**src/rtl/vend_pkg.sv**
```systemverilog
`default_nettype none
// ============================================================================
// Module   : vend_pkg
// Purpose  : Shared coin codes, state type and coin-value lookup for vend_ctrl.
// Revision : 1.0 - initial release
// ============================================================================
package vend_pkg;

    localparam logic [1:0] COIN_NONE = 2'b00;
    localparam logic [1:0] COIN_1    = 2'b01;
    localparam logic [1:0] COIN_2    = 2'b10;
    localparam logic [1:0] COIN_3    = 2'b11;

    typedef enum logic [1:0] {
        IDLE    = 2'd0,
        COLLECT = 2'd1,
        VEND    = 2'd2,
        CHANGE  = 2'd3
    } vend_state_t;

    function automatic int unsigned coin_value(
        input logic [1:0]  code,
        input int unsigned v1,
        input int unsigned v2,
        input int unsigned v3
    );
        case (code)
            COIN_1:  return v1;
            COIN_2:  return v2;
            COIN_3:  return v3;
            default: return 0;
        endcase
    endfunction

endpackage
`default_nettype wire

```
**src/rtl/vend_ctrl_if.sv**
```systemverilog
`default_nettype none
// ============================================================================
// Module   : vend_ctrl_if
// Purpose  : Coin, vend and change handshake bundle around vend_ctrl.
// Revision : 1.0 - initial release
// ============================================================================
interface vend_ctrl_if #(
    parameter int CRED_W = 8,
    parameter int CNT_W  = 16
) ();
    logic [1:0]        inp;
    logic              cancel;
    logic              vend_ready;
    logic              chg_ready;
    logic              coin_ready;
    logic              coin_rej;
    logic              out;
    logic              chg_valid;
    logic [CRED_W-1:0] credit;
    logic [CNT_W-1:0]  vend_cnt;

    // master is the controller itself; slave is the acceptor/dispenser side
    modport master (
        input  inp, cancel, vend_ready, chg_ready,
        output coin_ready, coin_rej, out, chg_valid, credit, vend_cnt
    );

    modport slave (
        output inp, cancel, vend_ready, chg_ready,
        input  coin_ready, coin_rej, out, chg_valid, credit, vend_cnt
    );
endinterface
`default_nettype wire

```
**src/rtl/vend_ctrl.sv**
```systemverilog
`default_nettype none
// ============================================================================
// Module   : vend_ctrl
// Purpose  : Coin credit accumulator with vend handshake and coin-by-coin change.
// Revision : 1.0 - initial release
// ============================================================================
module vend_ctrl
    import vend_pkg::*;
#(
    parameter int PRICE     = 15,
    parameter int COIN1_VAL = 5,
    parameter int COIN2_VAL = 10,
    parameter int COIN3_VAL = 20,
    parameter int CHG_VAL   = 5,
    parameter int CRED_W    = 8,
    parameter int CNT_W     = 16
) (
    input  wire logic    clk,
    input  wire logic    rst,
    vend_ctrl_if.master  bus
);

    localparam int MAX_COIN = (COIN1_VAL > COIN2_VAL)
                            ? ((COIN1_VAL > COIN3_VAL) ? COIN1_VAL : COIN3_VAL)
                            : ((COIN2_VAL > COIN3_VAL) ? COIN2_VAL : COIN3_VAL);

    localparam logic [CRED_W-1:0] C_PRICE = CRED_W'(PRICE);
    localparam logic [CRED_W-1:0] C_CHG   = CRED_W'(CHG_VAL);

    if (PRICE <= 0 || CHG_VAL <= 0) begin : g_bad_value
        $error("vend_ctrl: PRICE and CHG_VAL must be positive");
    end

    if ((PRICE % CHG_VAL) != 0 || (COIN1_VAL % CHG_VAL) != 0 ||
        (COIN2_VAL % CHG_VAL) != 0 || (COIN3_VAL % CHG_VAL) != 0) begin : g_bad_multiple
        $error("vend_ctrl: PRICE and coin values must be multiples of CHG_VAL");
    end

    if ((PRICE - 1 + MAX_COIN) >= (1 << CRED_W)) begin : g_bad_cred_w
        $error("vend_ctrl: CRED_W too narrow for PRICE-1+max coin value");
    end

    vend_state_t       state_q, state_d;
    logic [CRED_W-1:0] credit_q, credit_d;
    logic [CNT_W-1:0]  cnt_q, cnt_d;
    logic              rej_q, rej_d;

    logic              w_coin_ready;
    logic              w_coin_in;
    logic [CRED_W-1:0] w_coin_val;
    logic [CRED_W-1:0] w_sum;

    assign w_coin_ready = ((state_q == IDLE) || (state_q == COLLECT)) && !bus.cancel;
    assign w_coin_in    = (bus.inp != COIN_NONE);
    assign w_coin_val   = CRED_W'(coin_value(bus.inp, COIN1_VAL, COIN2_VAL, COIN3_VAL));
    // Cannot wrap: credit stays below PRICE while coins are being accepted
    assign w_sum        = credit_q + w_coin_val;

    always_ff @(posedge clk or posedge rst) begin
        if (rst) begin
            state_q  <= IDLE;
            credit_q <= '0;
            cnt_q    <= '0;
            rej_q    <= 1'b0;
        end else begin
            state_q  <= state_d;
            credit_q <= credit_d;
            cnt_q    <= cnt_d;
            rej_q    <= rej_d;
        end
    end

    always_comb begin
        state_d  = state_q;
        credit_d = credit_q;
        cnt_d    = cnt_q;
        rej_d    = w_coin_in && !w_coin_ready;

        case (state_q)
            IDLE, COLLECT: begin
                if (w_coin_ready && w_coin_in) begin
                    if (w_sum >= C_PRICE) begin
                        credit_d = w_sum - C_PRICE;
                        state_d  = VEND;
                    end else begin
                        credit_d = w_sum;
                        state_d  = COLLECT;
                    end
                end else if ((state_q == COLLECT) && bus.cancel) begin
                    state_d = CHANGE;
                end
            end
            VEND: begin
                if (bus.vend_ready) begin
                    cnt_d   = cnt_q + CNT_W'(1);
                    state_d = (credit_q != '0) ? CHANGE : IDLE;
                end
            end
            CHANGE: begin
                // Credit here is always a nonzero multiple of CHG_VAL
                if (bus.chg_ready) begin
                    credit_d = credit_q - C_CHG;
                    if (credit_q == C_CHG) begin
                        state_d = IDLE;
                    end
                end
            end
            default: begin
                state_d = IDLE;
            end
        endcase
    end

    assign bus.coin_ready = w_coin_ready;
    assign bus.coin_rej   = rej_q;
    assign bus.out        = (state_q == VEND);
    assign bus.chg_valid  = (state_q == CHANGE);
    assign bus.credit     = credit_q;
    assign bus.vend_cnt   = cnt_q;

endmodule
`default_nettype wire

```
**src/flat_wrapper.sv**
```systemverilog
// flat-port wrapper written by rule: the top's interface ports become plain ports
module vend_ctrl_flat import vend_pkg::*;
#(
    parameter int PRICE     = 15,
    parameter int COIN1_VAL = 5,
    parameter int COIN2_VAL = 10,
    parameter int COIN3_VAL = 20,
    parameter int CHG_VAL   = 5,
    parameter int CRED_W    = 8,
    parameter int CNT_W     = 16
)
  (clk, rst, bus_inp, bus_cancel, bus_vend_ready, bus_chg_ready, bus_coin_ready, bus_coin_rej, bus_out, bus_chg_valid, bus_credit, bus_vend_cnt);
  vend_ctrl_if #(.CRED_W(CRED_W), .CNT_W(CNT_W)) bus_i ();
  input  wire logic clk;
  input  wire logic rst;
  input wire logic [$bits(bus_i.inp)-1:0] bus_inp;
  input wire logic [$bits(bus_i.cancel)-1:0] bus_cancel;
  input wire logic [$bits(bus_i.vend_ready)-1:0] bus_vend_ready;
  input wire logic [$bits(bus_i.chg_ready)-1:0] bus_chg_ready;
  output wire logic [$bits(bus_i.coin_ready)-1:0] bus_coin_ready;
  output wire logic [$bits(bus_i.coin_rej)-1:0] bus_coin_rej;
  output wire logic [$bits(bus_i.out)-1:0] bus_out;
  output wire logic [$bits(bus_i.chg_valid)-1:0] bus_chg_valid;
  output wire logic [$bits(bus_i.credit)-1:0] bus_credit;
  output wire logic [$bits(bus_i.vend_cnt)-1:0] bus_vend_cnt;
  assign bus_i.inp = bus_inp;
  assign bus_i.cancel = bus_cancel;
  assign bus_i.vend_ready = bus_vend_ready;
  assign bus_i.chg_ready = bus_chg_ready;
  assign bus_coin_ready = bus_i.coin_ready;
  assign bus_coin_rej = bus_i.coin_rej;
  assign bus_out = bus_i.out;
  assign bus_chg_valid = bus_i.chg_valid;
  assign bus_credit = bus_i.credit;
  assign bus_vend_cnt = bus_i.vend_cnt;
  vend_ctrl #(.PRICE(PRICE), .COIN1_VAL(COIN1_VAL), .COIN2_VAL(COIN2_VAL), .COIN3_VAL(COIN3_VAL), .CHG_VAL(CHG_VAL), .CRED_W(CRED_W), .CNT_W(CNT_W)) u_core (.clk(clk), .rst(rst), .bus(bus_i));
endmodule
```
**config.mk**
```make
export PLATFORM = sky130hd
export DESIGN_NAME = vend_ctrl_flat
export DESIGN_NICKNAME = d
export VERILOG_FILES = /design/src/rtl/vend_pkg.sv /design/src/rtl/vend_ctrl_if.sv /design/src/rtl/vend_ctrl.sv /design/src/flat_wrapper.sv
export SDC_FILE = /design/constraint.sdc
export NUM_CORES = 1
export LEC_CHECK = 0
export CAP_MARGIN = 30
export CELL_PAD_IN_SITES_DETAIL_PLACEMENT = 2
export CELL_PAD_IN_SITES_GLOBAL_PLACEMENT = 2
export CORE_MARGIN = 4
export CORE_UTILIZATION = 30
export DETAILED_ROUTE_END_ITERATION = 8
export PLACE_DENSITY_LB_ADDON = 0.1
export SETUP_SLACK_MARGIN = 0.1
export SLEW_MARGIN = 20
export SYNTH_ARGS = -nofsm -noshare
export SYNTH_HDL_FRONTEND = slang
export SYNTH_SLANG_ARGS = --single-unit
export TNS_END_PERCENT = 5
```
**constraint.sdc**
```tcl
create_clock -name clk -period 3.36 [get_ports clk]
set_input_delay 0.504 -clock clk [delete_from_list [all_inputs] [get_ports clk]]
set_output_delay 0.504 -clock clk [all_outputs]
set_load 0.01 [all_outputs]
```
==> out/metrics.yaml, run 1 <==
wirelength_um: 5300
grt_overflow: 0
leakage_nw: 1.03
fin_util_pct: 39.8
ys_async_sr_fraction_pct: 100
hold_path.class: "flip-flop to flip-flop"
synth_edf_count: 0
worstMarginPinSlew_ns: 0.570
drt_iter0_drc: 54
worst_slack_ns: 0.371
vias: 1688
power_frac_seq_pct: 28.1
ys_ff_latch: 27
synthCells: 211
p_sw_uw: 883
clock_skew_ns: 0.0117
place_congestion: 0.773
clockBufferDepth: 2
clk_pin_slew_worst_paths_ns: 0.10
area_growth_syn_to_layout_pct: 25.7
synth.avg_cell_area_sq_um: 9.10
r2r_slack_ns: 0.68
tritoncts: "done"
crit_path_end: "u_core.bus.credit[7]$_DFFE_PP0P_"
cpPeakStageDelay_ns: 0.49
yosys_warnings: 0
multi_input_area_sq_mm: 0.00117
nNetsFinal: 268
dr.pass1.iters: 4
die_h_um: 88.0
maxSlewViolCount: 0
via_per_inst: 5.19
antennaDiodeCount: 0
timing.rr.start: "u_core.bus.credit[0]$_DFFE_PP0P_"
max_slew_margin_pct: 61.6
grt_first_pass_wirelength_um: 9200
finalSetupTns_ns: 0
final-setup-viol-count: 0
max_freq_ghz: 0.335
io_pins: 35
cp_max_fo: 6
cts.sinks: 27
synthDistinctLibCells: 45
cp_data_arrival_time_ns: 3.20
cap_violations: 0
cts-root-buf: "clkbuf_8"
track_usage_pct: 15.1
dp_slack_ns: 0.0460
drc: 0
cp_cell_sequence: "clkdlybuf4s50_1, nor2b_1, ha_1, inv_1, fa_1, nand2b_1, a211oi_1, o21ai_1, xnor2_4, nand3_1, or4_1, nand3_1"
portBuffers: 34
die_w_um: 88.0
power.share.clock_pct: 10.0
cts_buffers: 3
final-seq-area_sq_um: 676
ctsResizeCount: 0
grt_pass1_vias: 1858
slowest_stage: "clkdlybuf4s50_1"
placement_rows: 28
netlist_area_sq_mm: 0.00192
period_minus_slack_ns: 2.99
rsz0062_at_grt: "no"
syn-num-nets: 228
hpwl_um: 4250
cpMostUsedCell: "nand3_1"
p_comb_share_pct: 61.9
antenna_left: 0
p_total_mw: 1.90
critPathKind: "input port to flip-flop"
antenna_found_initial: 0
crit_required_ns: 3.57
grt_max_degree: 28
ys.flop_type: "dfrtp_1"
cts_setup_buffers: 0
hold_violations: 0
wire_per_inst_um: 16.3
nFillCells: 708
p_per_area_mw_per_mm2: 788
r2r-end: "u_core.bus.credit[7]$_DFFE_PP0P_"
peakVddDrop_mv: 0.373
critPathLaunchType: "input port"
status: "complete, no violations"
cp-end-kind: "flip-flop"
swShare_pct: 46.5
r2r.worst_path.cells: 10
hold_buffers: 0
core_region_area_sq_mm: 0.00606
drive_gt1_share_pct: 8.40
worstSetupStartpoint: "bus_inp[1]"
yosysSeqAreaShare_pct: 35.2
fin_crit_sh_pct: 88.9
power.internal_mw: 1.02
start_util_pct: 31.7
clk_latency_ns: 0.28
fp.dieArea_sq_mm: 0.00775
htree_levels: 1
-- cell usage in the layout, fill, tap and decap left out, drive strengths merged, types with 3 or more instances in the layout --
cell type and count:
clkdlybuf4s50 34, dfrtp 27, xnor2 19, nor2 18, nand2 17, nand3 16
a21oi 16, inv 9, ha 9, o21ai 9, xor2 8, and3 7
buf 7, nand4 6, nand2b 6, nor3 5, a31oi 5, o22ai 3
nor2b 3, clkbuf 3, a211oi 3
-- power groups by stage --
stage	combinational (mW)	clock (mW)	sequential, mW
5_1_grt	1.32	0.216	0.561
3_5_place_dp	1.20	0	0.545
4_1_cts	1.20	0.200	0.539
6_report	1.18	0.190	0.535
3_3_place_gp	1.16	0	0.542
2_1_floorplan	0.857	0	0.512
-- synth_stat cells (all sizes together) (2+ instances only) --
| library cell | n | area share, % |
|---|---|---|
| dfrtp | 27 | 35 |
| xnor2 | 19 | 9.6 |
| nor2 | 18 | 3.6 |
| nand2 | 17 | 3.3 |
| a21oi | 16 | 4.8 |
| nand3 | 16 | 4.2 |
| ha | 9 | 5.9 |
| inv | 9 | 1.8 |
| o21ai | 9 | 2.3 |
| xor2 | 8 | 4.4 |
| and3 | 7 | 2.3 |
| nand2b | 6 | 2.0 |
| nand4 | 6 | 2.0 |
| a31oi | 5 | 2.4 |
| nor3 | 5 | 1.3 |
| clkbuf | 4 | 1.3 |
| a211oi | 3 | 1.8 |
| nor2b | 3 | 0.98 |
| o22ai | 3 | 0.98 |
| a21o | 2 | 0.78 |
| and2 | 2 | 0.65 |
| buf | 2 | 0.65 |
| mux2i | 2 | 1.0 |
| o211ai | 2 | 1.5 |
-- flip-flops by register name (all words and copies together) (netlist names) --
register,count
u_core.bus.coin_rej,1
u_core.bus.credit,8
u_core.bus.vend_cnt,16
u_core.state_q,2
-- how the worst min path moves through the flow --
stage                                                      to  slack (ns)                                start  depth (start not counted)
after floorplan           u_core.bus.vend_cnt[15]$_DFFE_PP0P_        0.51  u_core.bus.vend_cnt[15]$_DFFE_PP0P_                          1
after global placement    u_core.bus.vend_cnt[15]$_DFFE_PP0P_        0.46  u_core.bus.vend_cnt[15]$_DFFE_PP0P_                          1
after detailed placement  u_core.bus.vend_cnt[15]$_DFFE_PP0P_        0.47  u_core.bus.vend_cnt[15]$_DFFE_PP0P_                          1
after CTS                 u_core.bus.vend_cnt[15]$_DFFE_PP0P_        0.49  u_core.bus.vend_cnt[15]$_DFFE_PP0P_                          1
after global routing      u_core.bus.vend_cnt[15]$_DFFE_PP0P_        0.50  u_core.bus.vend_cnt[15]$_DFFE_PP0P_                          1
final                     u_core.bus.vend_cnt[15]$_DFFE_PP0P_        0.48  u_core.bus.vend_cnt[15]$_DFFE_PP0P_                          1
-- worst max-delay path: cells and delay by family --
kind / cells / cell delay (ns)
adders and majority gates: 2 / 0.56
xor gates and xnor gates: 1 / 0.25
and+or+nand+nor: 5 / 0.96
buffers and inverters: 2 / 0.55
AOI/OAI and AO/OA: 2 / 0.39
-- layout make-up --
type	count	area share, %
Clock buffer	3	1.71
Clock inverter	1	0.207
Inverter	10	1.56
Multi-Input combinational cell	168	48.5
Sequential cell	27	28.0
Tap cell	75	3.89
Timing Repair Buffer	41	16.2
-- cells by family after synthesis --
kind of cell,share of synthesized area (%)
compound gates,16.5
xor+xnor,14.1
fa+ha+maj,6.91
buf+inv,3.91
flops,35.2
mux,1.63
simple gates,21.8
-- metal layers --
metal | up-vias | global-route usage, % | share of wire (%)
met3 | 5 | 0.847 | 2.5
met1 | 841 | 19.8 | 46
met4 | 0 | 4.53 | 1.3
met2 | 25 | 26.6 | 51
li1 | 817 | - | -
met5 | - | 0 | 0
-- metrics by stage --
stage,hold slack [ns],cells,area (sq um)
after floorplan,0.508,211,1920
after global placement,0.461,320,2360
after detailed placement,0.469,321,2370
after CTS,0.487,325,2410
after global routing,0.496,325,2410
final,0.482,325,2410
Power figures use the tool's default switching activity.
==> inputs of run 2 (changes only) <==
- CTS_BUF_LIST: not set -> sky130_fd_sc_hd__clkbuf_2
- HOLD_SLACK_MARGIN: not set -> 0.12
==> run 2 against run 1 <==
Cell count unchanged. Via count fell by 0.36%. Sequential cell count stayed put. Largest power group unchanged. Total power shrank 3.5%. Final area down 1.1%. Routed wire length fell by 1.6%. Sequential share of layout area is 0.31 points higher. Combinational power barely moved. Critical path type unchanged. Worst setup slack gained 0.097 ns.
==> out/metrics.yaml, run 2 (synthesis results as in run 1) <==
cap_violations: 0  # unchanged
portBuffers: 34  # unchanged
io_pins: 35  # unchanged
finalSetupTns_ns: 0  # unchanged
wire_per_inst_um: 16.1  # -1.6%
maxSlewViolCount: 0  # unchanged
drc: 0  # unchanged
critPathLaunchType: "input port"
grt_max_degree: 28  # unchanged
dp_cells: 321  # unchanged
max_freq_ghz: 0.346  # +3.3%
antennaDiodeCount: 0  # unchanged
peakVddDrop_mv: 0.379  # +1.7%
r2r-end: "u_core.bus.credit[7]$_DFFE_PP0P_"
nNetsFinal: 268  # unchanged
dr.pass1.iters: 4  # unchanged
finalNonFillerCells: 325  # unchanged
placement_rows: 28  # unchanged
dp_slack_ns: 0.0460  # unchanged
timing.rr.start: "u_core.bus.credit[0]$_DFFE_PP0P_"
mostFrequentLayoutCell: "clkdlybuf4s50_1"
slowest_stage: "clkdlybuf4s50_1"
area_growth_syn_to_layout_pct: 24.3
grt_pass1_vias: 1831  # -1.5%
drive_gt1_share_pct: 8.40  # unchanged
hold_path.class: "input port to asynchronous set/reset pin"
period_minus_slack_ns: 2.89  # -0.0968 ns
fin_util_pct: 39.4  # -0.43 points
grt_overflow: 0  # unchanged
fin_crit_sh_pct: 86.1  # -2.9 points
drt_iter0_drc: 47  # -13%
cp_max_fo: 6  # unchanged
antenna_left: 0  # unchanged
r2r.worst_path.cells: 10  # unchanged
tritoncts: "done"
track_usage_pct: 14.7  # -0.37 points
cts_buffers: 3  # unchanged
wirelength_um: 5220  # -1.6%
largest_reg_flops: 16  # unchanged
worst_slack_ns: 0.468  # +0.0968 ns
final-setup-viol-count: 0  # unchanged
die_h_um: 88.0  # unchanged
hold_violations: 0  # unchanged
cp-end-kind: "flip-flop"
critical_path_buf_inv_count: 2  # unchanged
crit_required_ns: 3.68  # +0.11 ns
crit_family: "simple AND/OR/NAND/NOR gates"
grt_first_pass_wirelength_um: 9060  # -1.5%
cts_setup_buffers: 0  # unchanged
ctsResizeCount: 0  # unchanged
hold_buffers: 0  # unchanged
cts-root-buf: "clkbuf_2"
place_congestion: 0.773  # unchanged
cpPeakStageDelay_ns: 0.49  # about the same
clockBufferDepth: 2  # unchanged
worstMarginPinSlew_ns: 0.559  # -0.0103 ns
p_per_area_mw_per_mm2: 769  # -2.4%
status: "complete, no violations"
cpMostUsedCell: "nand3_1"
max_slew_margin_pct: 62.3  # +0.70 points
vias: 1682  # -0.36%
clock_skew_ns: 0.00465  # -0.00710 ns
core_region_area_sq_mm: 0.00606  # unchanged
antenna_found_initial: 0  # unchanged
clk_latency_ns: 0.35  # +0.07 ns
fp.dieArea_sq_mm: 0.00775  # unchanged
htree_levels: 1  # unchanged
cts.sinks: 27  # unchanged
clk_pin_slew_worst_paths_ns: 0.26  # +0.16 ns
start_util_pct: 31.7  # unchanged
mostFrequentLayoutCells: "34 x clkdlybuf4s50_1, 27 x dfrtp_1, 18 x xnor2_1"
leakage_nw: 1.02  # -0.89%
cp_cell_sequence: "clkdlybuf4s50_1, nor2b_1, ha_1, inv_1, fa_1, nand2b_1, a211oi_1, o21ai_1, xnor2_4, nand3_1, or4_1, nand3_1"
die_w_um: 88.0  # unchanged
r2r_slack_ns: 0.65  # -0.03 ns
hpwl_um: 4250  # unchanged
rsz0062_at_grt: "no"
cp_data_arrival_time_ns: 3.21  # about the same
via_per_inst: 5.18  # -0.36%
critPathKind: "input port to flip-flop"
[run 2: cell counts in the layout (fill, tap and decap cells not counted)]
Identical to the previous run, type by type.
[run 2: worst min-delay path: cells and delay by family]
family                 cells  cell delay, ns
buffers and inverters      3            0.78
[run 2: how the worst max path moves through the flow]
stage / from / to / slack, ns / cells past startpoint
floorplan: bus_inp[0] / u_core.bus.credit[7]$_DFFE_PP0P_ / 0.67 / 11
global placement: bus_inp[1] / u_core.bus.credit[7]$_DFFE_PP0P_ / 0.18 / 12
detailed placement: bus_inp[1] / u_core.bus.credit[7]$_DFFE_PP0P_ / 0.05 / 12
CTS: bus_inp[1] / u_core.bus.credit[7]$_DFFE_PP0P_ / 0.46 / 12
global route: bus_inp[1] / u_core.bus.credit[7]$_DFFE_PP0P_ / 0.26 / 12
finish: bus_inp[1] / u_core.bus.credit[7]$_DFFE_PP0P_ / 0.47 / 12
[run 2: per-stage QoR]
step / area (sq um) / hold slack, ns / power (mW)
after floorplan: 1920 / 0.508 / 1.37
after global placement: 2360 / 0.461 / 1.71
after detailed placement: 2370 / 0.469 / 1.74
after CTS: 2390 / 0.455 / 1.88
after global routing: 2390 / 0.443 / 2.04
final: 2390 / 0.466 / 1.84
[run 2: where the power goes]
group	switching [mW]	internal (mW)
combinational	0.636	0.541
clock	0.0981	0.0270
sequential	0.140	0.394
[run 2: area by class of cell]
class                      instances  area, sq um
sequential                        27          676
timing repair buffer              41          390
inverter                          10         37.5
clock buffer                       3         15.0
fill                             708         3670
tap                               75         93.8
clock inverter                     1         5.00
multi-input combinational        168         1170
[run 2: layer usage]
metal	wire, um	track usage, %	up-vias
li1	-	-	817
met1	2460	19.6	839
met2	2600	26.0	22
met3	104	0.847	4
met4	55	3.71	0
met5	0	0	-
